[config.mk]
export PLATFORM = sky130hd
export DESIGN_NAME = spi_master_ctrl
export DESIGN_NICKNAME = d
export VERILOG_FILES = /design/src/rtl/spi_pkg.sv /design/src/rtl/spi_sck_gen.sv /design/src/rtl/spi_master_ctrl.sv
export SDC_FILE = /design/constraint.sdc
export NUM_CORES = 1
export LEC_CHECK = 0
export ABC_CLOCK_PERIOD_IN_PS = 3990
export CAP_MARGIN = 10
export CORE_MARGIN = 3
export CORE_UTILIZATION = 45
export DETAILED_ROUTE_END_ITERATION = 10
export PLACE_DENSITY = 0.67
export SETUP_SLACK_MARGIN = 0.5
export SLEW_MARGIN = 20
export SYNTH_ARGS = -nofsm -noshare
export SYNTH_HDL_FRONTEND = slang
export SYNTH_SLANG_ARGS = --single-unit
[constraint.sdc]
create_clock -name clk -period 3.99 [get_ports clk]
set_input_delay 0.9975 -clock clk [delete_from_list [all_inputs] [get_ports clk]]
set_output_delay 0.9975 -clock clk [all_outputs]
set_load 0.01 [all_outputs]
[src/rtl/spi_pkg.sv]
// spi_pkg: shared FSM states, SPI mode encodings and parameter checks for the SPI master
package spi_pkg;

   typedef enum logic [1:0] {
      ST_IDLE,
      ST_SHIFT,
      ST_HOLD,
      ST_DONE
   } spi_state_t;

   // SPI modes encoded as {cpol, cpha}
   localparam logic [1:0] MODE0 = 2'b00;
   localparam logic [1:0] MODE1 = 2'b01;
   localparam logic [1:0] MODE2 = 2'b10;
   localparam logic [1:0] MODE3 = 2'b11;

   localparam int MIN_DATA_W = 4;
   localparam int MAX_DATA_W = 32;

   function automatic bit data_w_ok(input int w);
      return (w >= MIN_DATA_W) && (w <= MAX_DATA_W);
   endfunction

   // Width of the chip-select index, at least one bit
   function automatic int cs_width(input int n);
      return (n > 1) ? $clog2(n) : 1;
   endfunction

endpackage

[src/rtl/spi_sck_gen.sv]
// spi_sck_gen: SCK half-period divider, edge counter and leading/trailing edge strobes
module spi_sck_gen #(
   parameter int DATA_W = 8,
   parameter int DIV_W  = 4
) (
   input  logic             clk,
   input  logic             rst_n,
   input  logic             i_start,
   input  logic             i_run,
   input  logic             i_idle,
   input  logic             i_cpol,
   input  logic [DIV_W-1:0] i_div,
   output logic             o_sck,
   output logic             o_tick,
   output logic             o_lead_pulse,
   output logic             o_trail_pulse,
   output logic             o_last_edge
);

   localparam int            EW    = $clog2(2 * DATA_W + 1);
   localparam logic [EW-1:0] EDGES = EW'(2 * DATA_W);

   logic [DIV_W-1:0] r_div;
   logic [DIV_W-1:0] r_cnt;
   logic [EW-1:0]    r_edge;
   logic             r_prime;
   logic             r_sck;
   logic             w_tick;
   logic             w_edge;

   // A tick is a half-period expiry; it only moves SCK while edges remain, the final tick closes the hold phase
   assign w_tick        = i_run && !r_prime && (r_cnt == '0);
   assign w_edge        = w_tick && (r_edge != EDGES);
   assign o_tick        = w_tick;
   assign o_lead_pulse  = w_edge && !r_edge[0];
   assign o_trail_pulse = w_edge && r_edge[0];
   assign o_last_edge   = w_edge && (r_edge == EDGES - EW'(1));
   assign o_sck         = r_sck;

   // Divider and edge counter; the prime cycle delays the first half-period by one clock after start
   always_ff @(posedge clk or negedge rst_n) begin
      if (!rst_n) begin
         r_div   <= '0;
         r_cnt   <= '0;
         r_edge  <= '0;
         r_prime <= 1'b0;
         r_sck   <= 1'b0;
      end else if (i_start) begin
         r_div   <= i_div;
         r_cnt   <= i_div;
         r_edge  <= '0;
         r_prime <= 1'b1;
         r_sck   <= i_cpol;
      end else if (i_run) begin
         if (r_prime) r_prime <= 1'b0;
         else if (r_cnt != '0) r_cnt <= r_cnt - DIV_W'(1);
         else begin
            r_cnt <= r_div;
            if (w_edge) begin
               r_edge <= r_edge + EW'(1);
               r_sck  <= ~r_sck;
            end
         end
      end else if (i_idle) begin
         r_sck <= i_cpol;
      end
   end

endmodule

[src/rtl/spi_master_ctrl.sv]
// spi_master_ctrl: CPU-side SPI master with level request handshake, wait stall, four modes and chip-select decode
module spi_master_ctrl
   import spi_pkg::*;
#(
   parameter int DATA_W = 8,
   parameter int NUM_CS = 2,
   parameter int DIV_W  = 4
) (
   input  logic                        clk,
   input  logic                        rst_n,
   input  logic                        enviar_dato,
   input  logic                        recibir_dato,
   input  logic [DATA_W-1:0]           din,
   output logic [DATA_W-1:0]           dout,
   output logic                        wait_n,
   output logic                        busy,
   input  logic [cs_width(NUM_CS)-1:0] cs_sel,
   input  logic                        cpol,
   input  logic                        cpha,
   input  logic [DIV_W-1:0]            clk_div,
   output logic                        spi_clk,
   output logic                        spi_di,
   input  logic                        spi_do,
   output logic [NUM_CS-1:0]           spi_cs_n
);

   localparam int CS_W = cs_width(NUM_CS);

   if (!data_w_ok(DATA_W)) begin : g_bad_data_w
      $error("spi_master_ctrl: DATA_W must be within 4..32");
   end
   if (NUM_CS < 1) begin : g_bad_num_cs
      $error("spi_master_ctrl: NUM_CS must be at least 1");
   end

   spi_state_t        r_state;
   logic [DATA_W-1:0] r_tx;
   logic [DATA_W-1:0] r_rx;
   logic [DATA_W-1:0] r_dout;
   logic [NUM_CS-1:0] r_cs_n;
   logic              r_wait_n;
   logic              r_busy;
   logic              r_cpha;
   logic              r_is_wr;
   logic              r_fill;
   logic              r_first;
   logic              w_start;
   logic              w_run;
   logic              w_idle;
   logic              w_req_low;
   logic              w_tick;
   logic              w_lead;
   logic              w_trail;
   logic              w_last;
   logic [NUM_CS-1:0] w_cs_dec;

   // Write has priority when both requests arrive together
   assign w_start   = (r_state == ST_IDLE) && (enviar_dato || recibir_dato);
   assign w_run     = (r_state == ST_SHIFT) || (r_state == ST_HOLD);
   assign w_idle    = (r_state == ST_IDLE);
   assign w_req_low = r_is_wr ? !enviar_dato : !recibir_dato;

   // One-hot active-low select; an out-of-range index selects nothing
   always_comb begin
      w_cs_dec = '1;
      for (int i = 0; i < NUM_CS; i++) w_cs_dec[i] = (cs_sel != CS_W'(i));
   end

   spi_sck_gen #(
      .DATA_W(DATA_W),
      .DIV_W (DIV_W)
   ) u_sck (
      .clk          (clk),
      .rst_n        (rst_n),
      .i_start      (w_start),
      .i_run        (w_run),
      .i_idle       (w_idle),
      .i_cpol       (cpol),
      .i_div        (clk_div),
      .o_sck        (spi_clk),
      .o_tick       (w_tick),
      .o_lead_pulse (w_lead),
      .o_trail_pulse(w_trail),
      .o_last_edge  (w_last)
   );

   // Transfer FSM with shift registers; CPHA picks which SCK edge samples and which shifts
   always_ff @(posedge clk or negedge rst_n) begin
      if (!rst_n) begin
         r_state  <= ST_IDLE;
         r_tx     <= '1;
         r_rx     <= '0;
         r_dout   <= '0;
         r_cs_n   <= '1;
         r_wait_n <= 1'b1;
         r_busy   <= 1'b0;
         r_cpha   <= 1'b0;
         r_is_wr  <= 1'b0;
         r_fill   <= 1'b1;
         r_first  <= 1'b0;
      end else begin
         case (r_state)
            ST_IDLE: begin
               if (w_start) begin
                  r_is_wr  <= enviar_dato;
                  r_tx     <= enviar_dato ? din : '1;
                  r_fill   <= !enviar_dato;
                  r_cpha   <= cpha;
                  r_cs_n   <= w_cs_dec;
                  r_rx     <= '0;
                  r_first  <= 1'b1;
                  r_wait_n <= 1'b0;
                  r_busy   <= 1'b1;
                  r_state  <= ST_SHIFT;
               end
            end
            ST_SHIFT: begin
               if (w_lead) begin
                  r_first <= 1'b0;
                  if (!r_cpha) r_rx <= {r_rx[DATA_W-2:0], spi_do};
                  else if (!r_first) r_tx <= {r_tx[DATA_W-2:0], r_fill};
               end
               if (w_trail) begin
                  if (r_cpha) r_rx <= {r_rx[DATA_W-2:0], spi_do};
                  else r_tx <= {r_tx[DATA_W-2:0], r_fill};
               end
               if (w_last) r_state <= ST_HOLD;
            end
            ST_HOLD: begin
               if (w_tick) begin
                  r_cs_n   <= '1;
                  r_dout   <= r_rx;
                  r_wait_n <= 1'b1;
                  r_state  <= ST_DONE;
               end
            end
            ST_DONE: begin
               if (w_req_low) begin
                  r_busy  <= 1'b0;
                  r_state <= ST_IDLE;
               end
            end
            default: r_state <= ST_IDLE;
         endcase
      end
   end

   assign dout     = r_dout;
   assign wait_n   = r_wait_n;
   assign busy     = r_busy;
   assign spi_cs_n = r_cs_n;
   assign spi_di   = r_tx[DATA_W-1];

endmodule

== Word level (Yosys, flattened, before mapping) ==
Index checks and enable logic that the tools add are counted.

* Bits in registers: 49
* Bits of input ports: 20
* Output and inout port bits: 14
* Word-level logic and storage cells: 114

* $add $sub $neg: 2
* Equality and inequality tests: 15
* Multiplexer cells: 47
* Bitwise operators: 2
* Reduce and logical (&&, ||, !) cells: 32

{| class="wikitable"
|+ Operator list
! operator !! number
|-
| two-way mux 8 bit || 12
|-
| case mux 8 bit (2 select lines) || 2
|-
| two-way mux 5 bit || 5
|-
| two-way mux 4 bit || 4
|-
| two-way mux 1 bit || 14
|-
| != test 2 x 1 -> 1 bit, second input constant || 6
|-
| AND reduction 4 bit || 3
|-
| two-way mux 2 bit || 5
|-
| nonzero test 2 bit || 5
|-
| != test 3 x 2 -> 1 bit, second input constant || 3
|-
| AND reduction 3 bit || 3
|-
| case mux 2 bit (4 select lines) || 1
|-
| AND reduction 2 bit || 4
|-
| logical AND 1 bit || 7
|-
| case mux 1 bit (2 select lines) || 3
|-
| adder 5 x 1 -> 5 bit, second input constant || 1
|-
| equality test 5 x 4 -> 1 bit, second input constant || 1
|-
| != test 5 bit, second input constant || 1
|-
| equality test 2 bit, second input constant || 2
|-
| logical NOT 1 bit || 4
|-
| logical NOT 4 bit || 1
|-
| case mux 2 bit (2 select lines) || 1
|-
| nonzero test 4 bit || 1
|-
| subtractor 4 x 1 -> 4 bit, second input constant || 1
|-
| 6 further kinds || 8
|}

== Longest topological paths before layout ==
* Depth in word-level cells: 10
* Gate-level depth with buffers: 9

== Hierarchy ==
A second synthesis with hierarchy kept.

* Cells, all modules: 243
* Area, all modules: 2,581.2 µm²

{| class="wikitable"
|+ Modules (own cells, without submodules)
! module !! instances !! cells an instance !! area each (µm²) !! seq. area each (µm²)
|-
| spi_master_ctrl || 1 || 146 || 1,671.6 || 865.8
|-
| spi_sck_gen || 1 || 97 || 909.6 || 375.4
|}

== Worst setup path before layout ==
OpenSTA, ideal clock, no wires.

* Path kind: in2reg
* Start point: input port enviar_dato
* End point: register r_rx[1]
* Setup time: 0.078 ns
* Arrival: 2.241 ns
* Required time: 3.912 ns
* Slack: 1.671 ns
* Stages: 6
* Buffers on the path: 2
* Cell sequence: clkbuf_1 -> nor3b_1 -> or3_1 -> buf_2 -> o21ai_0 -> a21oi_1

* Longest elaborated chain between the ends: 4

{| class="wikitable"
|+ RTL lines
! item !! line !! text
|-
| from (decl) || spi_master_ctrl.sv:11 || <nowiki>input logic enviar_dato,</nowiki>
|-
| logical OR 1 bit || spi_master_ctrl.sv:58 || <nowiki>assign w_start = (r_state == ST_IDLE) && (enviar_dato || recibir_dato);</nowiki>
|-
| logical AND 1 bit || spi_master_ctrl.sv:58 ||
|-
| != test 2 x 1 -> 1 bit (no line) || -- ||
|-
| AND reduction 2 bit (no line) || -- ||
|-
| to (signal assigned) || spi_master_ctrl.sv:120 || <nowiki>if (!r_cpha) r_rx <= {r_rx[DATA_W-2:0], spi_do};</nowiki>
|-
| to (signal assigned) || spi_master_ctrl.sv:124 || <nowiki>if (r_cpha) r_rx <= {r_rx[DATA_W-2:0], spi_do};</nowiki>
|-
| to (decl) || spi_master_ctrl.sv:38 || <nowiki>logic [DATA_W-1:0] r_rx;</nowiki>
|}

Every way passes these cells.
A chain may end at the register's enable or synchronous reset.

== Final worst setup path ==
* Start point: input port enviar_dato
* End point: register r_rx[3]

Same word-level chain as after synthesis.

==> metrics.md <==
| Metric | Value |
|---|---|
| Status | `completed` |
| Post-synthesis sequential area ratio | `48.1%` |
| Overall Global Routing Usage | `18.3%` |
| DRC errors left | `0` |
| Post-DP Area | `2960 um2` |
| CTS Sinks | `49` |
| Comb pwr share | `45.9%` |
| Net Sw Frac | `39.3%` |
| # resized after CTS | `0` |
| Area delta synth->final | `19.0%` |
| Synthesized area per cell | `9.63 um2` |
| Register share of total power | `38.0%` |
| Design area | `3070 um2` |
| Maxcap violations | `0` |
| Initial DRT Pass Iterations | `4` |
| Leakage | `0.00125 uW` |
| Final ANT Viol Nets | `0` |
| Number of global-route vias before repair | `1960` |
| Ys flop type | `dfrtp_1` |
| Final Util | `57.6%` |
| Crit path DAT | `3.02 ns` |
| TritonCTS buffer count | `5` |
| Setup violators final | `0` |
| Grt total ovfl | `0` |
| N_diodes | `0` |
| # hold bufs at CTS | `0` |
| Clock transition at the registers of the reported paths | `0.09 ns` |
| CTS Buffer Depth | `2` |
| Worst Setup Path Type | `primary input to flop` |
| Worst Tran Pin Value | `0.868 ns` |
| Async set-reset flop share out of synthesis | `100%` |
| Std-Cell Core Area | `5340 um2` |
| Worst skew pair latency | `0.30 ns` |
| Post-CTS Setup Bufs | `0` |
| Standard-cell rows | `26` |
| I/O Pins | `34` |
| Clock root cell | `clkbuf_8` |
| Synth Warn # | `0` |
| Worst min path class | `flop to flop` |
| TritonCTS clock tree | `done` |
| Total wire length | `5.57 mm` |
| Post-Syn Area | `2580 um2` |
| Mapped Cells | `268` |
| Relative slew margins | `41.7%` |
| DR WL/cell | `15.2 um` |
| Most common cell after layout, fill and taps aside | `dfrtp_1` |
| Port Buffers | `33` |
| EDFF count, synth | `0` |
| Final slew viol count | `0` |
| Tmin final | `2.80 ns` |
| Initial core utilization | `48.4%` |
| Syn Nets | `296` |
| Final hold violations | `0` |
| Placer congestion estimate | `0.839` |
| Slowest stage delay, CP | `0.68 ns` |
| Fillers | `491` |
| Vias per cell | `5.56` |
| Power per standard cell area | `756 nW/um2` |
| Power share of the clock group | `16.0%` |
| Clk_skew | `0.00801 ns` |
| Psw | `912 uW` |
| Die height | `81.7 um` |
| Period utilisation layout | `70.1%` |
| Setup_tns | `0 ns` |
| First-pass GRT wire length | `9.43 mm` |
| Die width | `81.7 um` |
| # H-tree levels | `2` |
| Final Hold Slack | `0.488 ns` |
| Die ar. | `6680 um2` |
| Most frequent cells in the layout | `dfrtp_1, clkdlybuf4s50_1, nand2_1` |
| Largest net degree at the start of global routing | `27` |
| Initial drt markers | `111` |
| Final nets | `324` |
| Share of layout cells above drive strength 1 | `13.8%` |
| Antenna violations before repair | `0` |
| Slowest CP cell | `nor3b_1` |
| FF+latch count, synth | `49` |
| Critical Path RT | `4.21 ns` |
| DR vias | `2042` |
| CP Max Fanout | `13` |
| VDD IR max | `0.000406 V` |
| Critical-path cell list | `clkdlybuf4s50_1 > buf_4 > nor3b_1 > or3_1 > o21ai_0 > a21oi_1` |
| CP Launch Type | `primary input` |
| Critical Path Sink Type | `flop` |
| Unrepaired setup endpoints after global routing | `false` |
| Fmax | `357 MHz` |
| Yosys cell types | `51` |
| Hpwl dp | `3.90 mm` |
| Int Pwr | `1410 uW` |
==> routing by layer <==
layer	vias up	track usage, %	share of wire (%)
met3	10	3.51	3.5
li1	1005	-	-
met4	0	6.64	1.7
met5	-	0	0
met2	45	28.0	46
met1	982	25.9	49
==> Yosys cell counts, types with 3 or more instances <==
master / number / share of area [%]
buf_2: 4 / 0.78
ha_1: 8 / 3.9
a21oi_1: 26 / 5.0
a31oi_1: 7 / 1.7
o21ai_0: 17 / 3.3
nand2_1: 29 / 4.2
dfstp_2: 12 / 12
dfrtp_1: 37 / 36
o21ai_1: 7 / 1.4
nor2_1: 15 / 2.2
nand3_1: 13 / 2.5
mux2i_1: 5 / 1.9
clkbuf_1: 12 / 1.7
mux2_2: 8 / 3.5
o22a_1: 3 / 1.0
nor3b_1: 9 / 2.6
inv_1: 10 / 1.5
nor3_1: 3 / 0.58
==> path summary, 6_finish.rpt <==
check | from | end | slack, ns | depth (start not counted)
max in group asynchronous | rst_n | r_tx[7] | 2.50 | 2
hold / removal | u_sck.r_div[0] | u_sck.r_div[0] | 0.49 | 2
setup / recovery | enviar_dato | r_rx[3] | 1.19 | 6
hold reg to reg | u_sck.r_div[0] | u_sck.r_div[0] | 0.49 | 2
setup reg to reg | r_state[0] | r_rx[3] | 1.61 | 6
min in group asynchronous | rst_n | r_is_wr | 0.70 | 1
==> worst max-delay path: cells and delay by family <==
| kind | cells | cell delay, ns |
|---|---|---|
| and+or+nand+nor | 2 | 1.03 |
| buffers and inverters | 2 | 0.67 |
| AOI/OAI and AO/OA | 2 | 0.32 |
==> area by class of cell <==
cell class | instances | area [um2] | share of cell area (%)
clock buffer | 7 | 86.3 | 2.81
clock inverter | 1 | 30.0 | 0.978
inverter | 10 | 37.5 | 1.22
multi-input combinational | 192 | 1230 | 39.9
sequential | 49 | 1240 | 40.4
tap | 70 | 87.6 | 2.85
timing repair buffer | 38 | 363 | 11.8
==> power groups by stage <==
stage | Combinational, uW | Sequential [uW] | Clock, uW
after global routing | 1190 | 915 | 404
after CTS | 1070 | 881 | 383
after global placement | 1050 | 886 | 0
final | 1070 | 883 | 373
after floorplan | 739 | 877 | 0
after detailed placement | 1070 | 891 | 0
==> state kept, by name (all words and copies together), names as in the netlist <==
register       count
dout               8
r_rx               8
r_tx               8
u_sck.r_edge       5
u_sck.r_cnt        4
u_sck.r_div        4
r_state            2
spi_cs_n           2
busy               1
r_cpha             1
r_fill             1
r_first            1
r_is_wr            1
u_sck.o_sck        1
u_sck.r_prime      1
wait_n             1
==> kinds of logic after synthesis <==
kind of cell,Yosys count,synth area share (%)
multiplexers,14,5.87
adder cells (fa/ha/maj),8,3.88
flip-flops,49,48.1
buffers and inverters,27,4.41
AND/OR/NAND/NOR,92,19.4
AO/OA/AOI/OAI,74,17.0
XOR/XNOR,4,1.36
==> metrics by stage <==
stage          setup WS (ns)  std cells  total power [uW]
2_1_floorplan           1.67        268              1620
3_3_place_gp            1.01        359              1930
3_5_place_dp           0.898        359              1960
4_1_cts                 1.20        367              2340
5_1_grt                 1.05        367              2510
6_report                1.19        367              2320
No activity file was read; power rests on OpenSTA's default activity.
